`src/rtl/and_share_arb.sv`:
```
// Round-robin arbiter that time-shares one external AND datapath between NUM_REQ requesters,
// returns each result tagged with its requester index and counts datapath mismatches.
module and_share_arb #(
  parameter int NUM_REQ = 4,
  parameter int DATA_W  = 8,
  parameter int ID_W    = $clog2(NUM_REQ),
  parameter int ERR_W   = 16
) (
  input  logic                      clk,
  input  logic                      rst_n,
  input  logic [NUM_REQ-1:0]        req_valid,
  output logic [NUM_REQ-1:0]        req_ready,
  input  logic [NUM_REQ*DATA_W-1:0] req_a,
  input  logic [NUM_REQ*DATA_W-1:0] req_b,
  output logic [DATA_W-1:0]         op_a,
  output logic [DATA_W-1:0]         op_b,
  input  logic [DATA_W-1:0]         op_c,
  output logic                      rsp_valid,
  input  logic                      rsp_ready,
  output logic [ID_W-1:0]           rsp_id,
  output logic [DATA_W-1:0]         rsp_data,
  output logic                      rsp_err,
  output logic [ERR_W-1:0]          err_count,
  output logic                      busy
);

  typedef enum logic [1:0] {
    IDLE  = 2'd0,
    ISSUE = 2'd1,
    RESP  = 2'd2
  } state_t;

  state_t              state_q;
  logic [ID_W-1:0]     ptr_q;
  logic [ID_W-1:0]     id_q;
  logic [DATA_W-1:0]   op_a_q;
  logic [DATA_W-1:0]   op_b_q;
  logic                rsp_valid_q;
  logic [ID_W-1:0]     rsp_id_q;
  logic [DATA_W-1:0]   rsp_data_q;
  logic                rsp_err_q;
  logic [ERR_W-1:0]    err_q;
  logic                busy_q;

  logic [ID_W-1:0]     grant;
  logic                any_valid;
  logic                mismatch;

  function automatic logic [ID_W-1:0] rr_idx(input logic [ID_W-1:0] base, input int offs);
    return ID_W'((int'(base) + offs) % NUM_REQ);
  endfunction

  // Scan downward so the last hit is the requester closest to the pointer.
  always_comb begin
    // NOTE: every comb output gets a default first, so no path can leave it unassigned (no latch).
    grant     = '0;
    any_valid = 1'b0;
    for (int k = NUM_REQ - 1; k >= 0; k--) begin
      if (req_valid[rr_idx(ptr_q, k)]) begin
        grant     = rr_idx(ptr_q, k);
        any_valid = 1'b1;
      end
    end
  end

  // Gated by rst_n so the accept vector is also zero while reset is held.
  assign req_ready = (rst_n && (state_q == IDLE) && any_valid) ? (NUM_REQ'(1) << grant) : '0;
  assign mismatch  = (op_c != (op_a_q & op_b_q));

  always_ff @(posedge clk or negedge rst_n) begin
    if (!rst_n) begin
      state_q     <= IDLE;
      ptr_q       <= '0;
      id_q        <= '0;
      op_a_q      <= '0;
      op_b_q      <= '0;
      rsp_valid_q <= 1'b0;
      rsp_id_q    <= '0;
      rsp_data_q  <= '0;
      rsp_err_q   <= 1'b0;
      err_q       <= '0;
      busy_q      <= 1'b0;
    end else begin
      // NOTE: state uses non-blocking assignments so all registers update from pre-edge values.
      case (state_q)
        IDLE: begin
          if (any_valid) begin
            op_a_q  <= req_a[int'(grant)*DATA_W +: DATA_W];
            op_b_q  <= req_b[int'(grant)*DATA_W +: DATA_W];
            id_q    <= grant;
            ptr_q   <= rr_idx(grant, 1);
            busy_q  <= 1'b1;
            state_q <= ISSUE;
          end
        end
        ISSUE: begin
          rsp_data_q  <= op_c;
          rsp_err_q   <= mismatch;
          rsp_id_q    <= id_q;
          rsp_valid_q <= 1'b1;
          if (mismatch && (err_q != '1)) begin
            err_q <= err_q + ERR_W'(1);
          end
          state_q <= RESP;
        end
        RESP: begin
          if (rsp_ready) begin
            rsp_valid_q <= 1'b0;
            busy_q      <= 1'b0;
            state_q     <= IDLE;
          end
        end
        default: begin
          rsp_valid_q <= 1'b0;
          busy_q      <= 1'b0;
          state_q     <= IDLE;
        end
      endcase
    end
  end

  assign op_a      = op_a_q;
  assign op_b      = op_b_q;
  assign rsp_valid = rsp_valid_q;
  assign rsp_id    = rsp_id_q;
  assign rsp_data  = rsp_data_q;
  assign rsp_err   = rsp_err_q;
  assign err_count = err_q;
  assign busy      = busy_q;

endmodule

```
`config.mk`:
```
export PLATFORM = sky130hd
export DESIGN_NAME = and_share_arb
export DESIGN_NICKNAME = d
export VERILOG_FILES = /design/src/rtl/and_share_arb.sv
export SDC_FILE = /design/constraint.sdc
export NUM_CORES = 1
export LEC_CHECK = 0
export BUFFER_PORTS_ARGS = -buffer_cell sky130_fd_sc_hd__clkbuf_2
export CAP_MARGIN = 20
export CORE_ASPECT_RATIO = 1.1
export CORE_UTILIZATION = 36
export CTS_BUF_LIST = sky130_fd_sc_hd__clkbuf_8
export CTS_CLUSTER_SIZE = 20
export DETAILED_ROUTE_END_ITERATION = 10
export RECOVER_POWER = 25
export SLEW_MARGIN = 0
export SYNTH_ARGS = -nofsm -noshare
export SYNTH_HDL_FRONTEND = slang
export SYNTH_SLANG_ARGS = --single-unit
```
`constraint.sdc`:
```
create_clock -name clk -period 5.3 [get_ports clk]
set_input_delay 1.06 -clock clk [delete_from_list [all_inputs] [get_ports clk]]
set_output_delay 1.06 -clock clk [all_outputs]
set_load 0.05 [all_outputs]
```
==> run_results.csv, run 1 <==
group,metric,value,unit
outcome,status,"complete, but fails checks",
outcome,violations,"capacitance limit, slew limit",
synth,synth_seq_cells,51,
timing,min_period,3.85,ns
power,p_sw,1140,uW
clock_tree,clk_latency,0.30,ns
detailed_routing,postRouteWirelength,7740,um
power,powerDensity,590,mW/mm^2
synth,synth_area_leader_cell,"dfrtp_1",
timing,rsz0062_at_grt,"no",
cells_and_area,drive_above_1_share,39.5,%
worst_setup_path,crit_start,"req_valid[2]",
worst_setup_path,critical_path.endpoint,"req_ready[0]",
power,vdd_drop_max,282,uV
timing,worst_slew_pin_slew,2.67,ns
worst_setup_path,cp.arrival,2.79,ns
worst_setup_path,r2r-start,"ptr_q[1]",
grt,grt_max_degree,52,
synth,synth_edf_count,0,
worst_setup_path,worstSetupEndpointType,"primary output",
cells_and_area,stdcell_count,515,
power,clockPowerShare,10.6,%
grt,grt-ovfl-total,0,
cells_and_area,area_growth,28.0,%
detailed_routing,first_pass_iters,4,
clock_tree,clockBufferDepth,2,
grt,antenna_found_initial,0,
synth,synth_area_per_cell,10.1,sq um
power,p_sw_share,52.3,%
power,seqPwrFrac,32.1,%
clock_tree,post_cts_buffers,0,
die,start_util,37.9,%
die,die_area,0.00840,sq mm
synth,ys_types,43,
placed_design,io_buffers,127,
worst_setup_path,required,4.24,ns
placed_design,dp.cells,507,
placed_design,gp_congestion,0.878,
placed_design,hpwl,6120,um
worst_setup_path,crit_family,"compound AO/OA/AOI/OAI gates",
worst_setup_path,slowest_delay,0.78,ns
worst_setup_path,crit_path_cell_trace,"clkbuf_2, nand2b_1, a21oi_1, nor2_1, nor3_1, clkbuf_2",
detailed_routing,drt_drc_violations_left,0,
synth,netlist_instances,287,
worst_setup_path,worst-path-stages,6,
synth,seq_area_frac_synth,44.1,%
timing,slew_violations,52,
cells_and_area,final_cell_mix,"125 x clkbuf_2, 51 x dfrtp_1, 26 x nand3_1, 21 x nand2_1, 18 x o21ai_0",
grt,grt_pass1_vias,2576,
timing,slew_headroom,-78.2,%
worst_setup_path,path_common_cell,"clkbuf_2",
clock_tree,cts_buffers,5,
clock_tree,cts.clk_slew.worst_paths,0.09,ns
clock_tree,cts_tree,"yes",
grt,track_usage,19.3,%
timing,setup_tns,0,ns
clock_tree,htree_levels,2,
worst_setup_path,critPathSlowestCell,"a21oi_1",
synth,synth_warnings,0,
cells_and_area,diodes,0,
die,die_y,96.0,um
cells_and_area,final_common_cell,"clkbuf_2",
timing,skew,0.0101,ns
worst_setup_path,path_buf_inv,2,
synth,async_flop_share,100,%
synth,syn_nets,367,
die,row_count,33,
worst_setup_path,critical_path_class,"input port to primary output",
min_path,min_path_type,"flop to flop",
power,power_frac_comb,57.3,%
clock_tree,hold_buffers,0,
run,cap_violations,1,
die,fp.dieW,87.5,um
die,num_io_pins,128,
detailed_routing,vias_per_cell,5.24,
power,power.leakage,0.00180,uW
cells_and_area,nets,489,
power,p_int,1040,uW
cells_and_area,fillCellCount,762,
detailed_routing,vias,2698,
detailed_routing,wl_per_cell,15.0,um
clock_tree,clock-sinks,51,
clock_tree,clockRootBuffer,"clkbuf_8",
synth,synth_top_area_share,44.1,%
grt,grt_pass1_wl,12400,um
timing,setup_viol_count_final,0,
timing,whs,0.491,ns
worst_setup_path,crit_path_max_fanout,17,
timing,min_period_over_period,72.6,%
clock_tree,cts-resized-gates,0,
worst_setup_path,rr_endpoint,"op_b[1]",
die,core_area,0.00764,sq mm
synth,synth_area,0.00289,sq mm
timing,clock.fmax,0.260,GHz
cells_and_area,fin_util,48.5,%
detailed_routing,ant_nets,0,
worst_setup_path,cp-start-kind,"input port",
synth,synth.area.top_cells,"dfrtp_1 44%, mux2_2 5.1%, mux2_4 4.7%, xnor2_1 4.5%, nand3_1 4.5%",
synth,yosys_most_used_dff,"dfrtp_1",
worst_setup_path,worst-r2r-cell-count,5,
timing,hold_viol,0,
worst_setup_path,reg2reg_slack,3.03,ns
detailed_routing,drt_iter0_markers,91,
sequential cells by signal, summed over array words and instances, names as in the netlist:
register and count:
op_a 8, ptr_q 2, rsp_id 2, rsp_err 1, id_q 2, busy 1, op_b 8, rsp_valid 1
err_count 16, state_q 2, rsp_data 8
power groups by stage:
stage,logic [uW],clock network (uW),registers [uW]
after floorplan,554,0,1100
after global placement,1250,0,706
after detailed placement,1260,0,709
after CTS,1260,242,703
after global routing,1350,255,726
final,1250,231,701
layer usage:
metal	track usage (%)	share of wire [%]	vias up
li1	-	-	1316
met1	25.1	45	1255
met2	32.1	47	118
met3	3.34	6.6	9
met4	6.83	1.3	0
met5	0	0	-
worst register-to-register path, cell delays in order (launching register included):
cell	delay, ns
dfrtp_1	0.46
nand2b_1	0.23
a31oi_4	0.45
nand2_4	0.32
mux2_4	0.38
a221o_1	0.33
metrics by stage:
stage	cell area [sq um]	power (uW)	worst slack [ns]
floorplan	2890	1650	1.28
global placement	3610	1950	1.56
detailed placement	3610	1970	1.49
CTS	3710	2210	1.48
global route	3700	2330	1.19
finish	3700	2180	1.45
final cells by class:
cell class / count / area (sq um) / area share (%)
clock buffers: 6 / 82.6 / 2.23
clock inverters: 2 / 12.5 / 0.338
inverters: 3 / 11.3 / 0.304
multi-input cells: 219 / 1550 / 41.7
flip-flops and latches: 51 / 1280 / 34.5
well taps: 105 / 131 / 3.55
repair buffers: 129 / 644 / 17.4
logic make-up (layout without fill, tap and decap cells):
group                      after synthesis  after routing  synth area share (%)
xor gates and xnor gates                15             15                  4.54
muxes                                   29             29                  12.1
and+or+nand+nor                        100            100                  18.3
DFF                                     51             51                  44.1
adders and majority gates                1              1                 0.432
buffers and inverters                   17            140                  2.51
AOI/OAI and AO/OA                       74             74                  18.0
worst min-delay path by stage:
stage	depth (start not counted)	from	end
6_report	1	id_q[1]	id_q[1]
5_1_grt	1	id_q[1]	id_q[1]
4_1_cts	1	id_q[1]	id_q[1]
3_5_place_dp	1	id_q[1]	id_q[1]
3_3_place_gp	1	id_q[1]	id_q[1]
2_1_floorplan	1	id_q[1]	id_q[1]
cell usage after synthesis (3+ instances only):
library cell   n
a211o_1        7
a211oi_1       3
a21o_1         4
a21oi_1       15
a221o_1        9
and3_1         8
and3b_1        3
buf_2          4
clkbuf_1       7
dfrtp_1       51
mux2_2        13
mux2_4         9
mux2i_1        7
nand2_1       21
nand2b_1       5
nand3_1       26
nand4_1        9
nor2_1         9
nor3_1         9
o211ai_1       7
o21ai_0       18
o22a_1         3
xnor2_1       15
Note: power is estimated with default switching activity, not from simulation.
==> run 2, diff against run 1 <==
==> constraint.sdc (replaced) <==
create_clock -name clk -period 3.57 [get_ports clk]
set_input_delay 0.714 -clock clk [delete_from_list [all_inputs] [get_ports clk]]
set_output_delay 0.714 -clock clk [all_outputs]
set_load 0.05 [all_outputs]
==> run_results.csv, run 2 (synthesis gave the netlist of run 1 again) <==
group,metric,value,unit
outcome,status,"finished clean",
run,cap_violations,0,
worst_setup_path,slowest_delay,0.40,ns
grt,use_met1,26.2,%
cells_and_area,diodes,0,
placed_design,hpwl,6140,um
timing,rsz0062_at_grt,"no",
timing,clock.fmax,0.352,GHz
timing,whs,0.492,ns
grt,grt_util_met3,3.43,%
worst_setup_path,critPathSlowestCell,"a211oi_1",
detailed_routing,wl_per_cell,15.0,um
worst_setup_path,worstSetupEndpointType,"primary output",
timing,hold_viol,0,
cells_and_area,largest_reg_flops,16,
timing,min_period_over_period,79.6,%
cells_and_area,nets,493,
placed_design,gp_congestion,0.782,
grt,use_met2,31.8,%
clock_tree,clock-sinks,51,
die,row_count,33,
clock_tree,post_cts_buffers,0,
clock_tree,clockRootBuffer,"clkbuf_8",
worst_setup_path,cp-start-kind,"input port",
clock_tree,cts_buffers,5,
power,power.leakage,0.00183,uW
cells_and_area,final_cell_mix,"127 x clkbuf_2, 51 x dfrtp_1, 26 x nand3_1, 21 x nand2_1, 18 x o21ai_0",
timing,skew,0.00677,ns
clock_tree,cts_tree,"yes",
grt,grt-ovfl-total,0,
clock_tree,htree_levels,2,
cells_and_area,area_growth,29.7,%
worst_setup_path,required,2.86,ns
timing,setup_tns,0,ns
detailed_routing,drt_drc_violations_left,0,
worst_setup_path,path_common_cell,"clkbuf_2",
die,die_y,96.0,um
grt,track_usage,19.4,%
detailed_routing,vias_per_cell,5.24,
detailed_routing,postRouteWirelength,7780,um
die,num_io_pins,128,
cells_and_area,drive_above_1_share,40.6,%
min_path,min_path_type,"flop to flop",
placed_design,io_buffers,127,
detailed_routing,ant_nets,0,
timing,slew_violations,0,
power,powerDensity,886,mW/mm^2
worst_setup_path,critical_path_class,"input port to primary output",
detailed_routing,first_pass_iters,4,
die,die_area,0.00840,sq mm
clock_tree,clockBufferDepth,2,
grt,grt_pass1_wl,12500,um
grt,grt_pass1_vias,2562,
clock_tree,cts-resized-gates,0,
cells_and_area,final_common_cell,"clkbuf_2",
clock_tree,hold_buffers,0,
timing,slew_headroom,17.0,%
die,start_util,37.9,%
die,fp.dieW,87.5,um
clock_tree,cts.clk_slew.worst_paths,0.09,ns
grt,antenna_found_initial,0,
worst_setup_path,cp.arrival,2.13,ns
die,core_area,0.00764,sq mm
grt,grt_max_degree,52,
worst_setup_path,crit_path_cell_trace,"clkbuf_2, nand2b_1, a211oi_1, or2_1, nor3_1, clkbuf_2",
power,vdd_drop_max,405,uV
timing,worst_slew_pin_slew,1.25,ns
power,fin_total_pwr,3330,uW
timing,setup_viol_count_final,0,
timing,min_period,2.84,ns
clock_tree,clk_latency,0.30,ns
grt,gr-max-usage-layer,"met2",
detailed_routing,drt_iter0_markers,92,
detailed_routing,vias,2721,
worst_setup_path,crit_path_max_fanout,10,
==> run 2: changes by cell type in the layout (fill, tap and decap cells not counted), sizes merged <==
| cell | change |
|---|---|
| buf | +3 |
| clkbuf | +1 |
| bufinv | +1 |
| inv | -1 |
==> run 2: metal layers <==
| metal | vias up | share of wire, % | routed length [um] |
|---|---|---|---|
| li1 | 1331 | - | - |
| met2 | 114 | 47 | 3650 |
| met5 | - | 0 | 0 |
| met4 | 0 | 1.0 | 80 |
| met3 | 5 | 6.6 | 512 |
| met1 | 1271 | 45 | 3530 |
==> run 2: where the power goes <==
part           total [uW]  internal (uW)  leakage, uW  switching (uW)
clock network         417            227    0.0000612             190
logic                1870            597      0.00113            1270
registers            1040            805     0.000633             236
total                3330           1630      0.00183            1700
==> run 2: per-stage QoR <==
stage / util [%] / cells / setup slack (ns) / cell area [sq um]
floorplan: - / 287 / 0.242 / 2890
global placement: 47.7 / 511 / 0.798 / 3640
detailed placement: 47.7 / 511 / 0.732 / 3640
CTS: 49.3 / 519 / 0.737 / 3760
global route: 49.2 / 519 / 0.638 / 3750
finish: 49.2 / 519 / 0.730 / 3750
==> run 2: worst max-delay path, delay by kind of cell <==
kind / cells / cell delay (ns)
buffers and inverters: 2 / 0.38
AOI/OAI and AO/OA: 1 / 0.40
and+or+nand+nor: 3 / 0.64
==> run 2: worst paths after layout <==
kind	slack [ns]	endpoint	from	cells after the start
worst min register to register	0.49	id_q[1]	id_q[1]	1
max in group asynchronous	1.92	op_b[7]	rst_n	2
worst max-delay path	0.73	req_ready[3]	req_valid[3]	6
min in group asynchronous	0.89	id_q[0]	rst_n	2
worst max register to register	1.40	err_count[1]	op_a[6]	5
worst min-delay path	0.49	id_q[1]	id_q[1]	1
==> run 2: final cells by class <==
cell class | count | area, sq um
fill | 740 | 3880
multi-input combinational | 219 | 1550
sequential | 51 | 1280
timing repair buffer | 133 | 673
tap | 105 | 131
clock buffer | 6 | 82.6
clock inverter | 2 | 35.0
inverter | 3 | 11.3
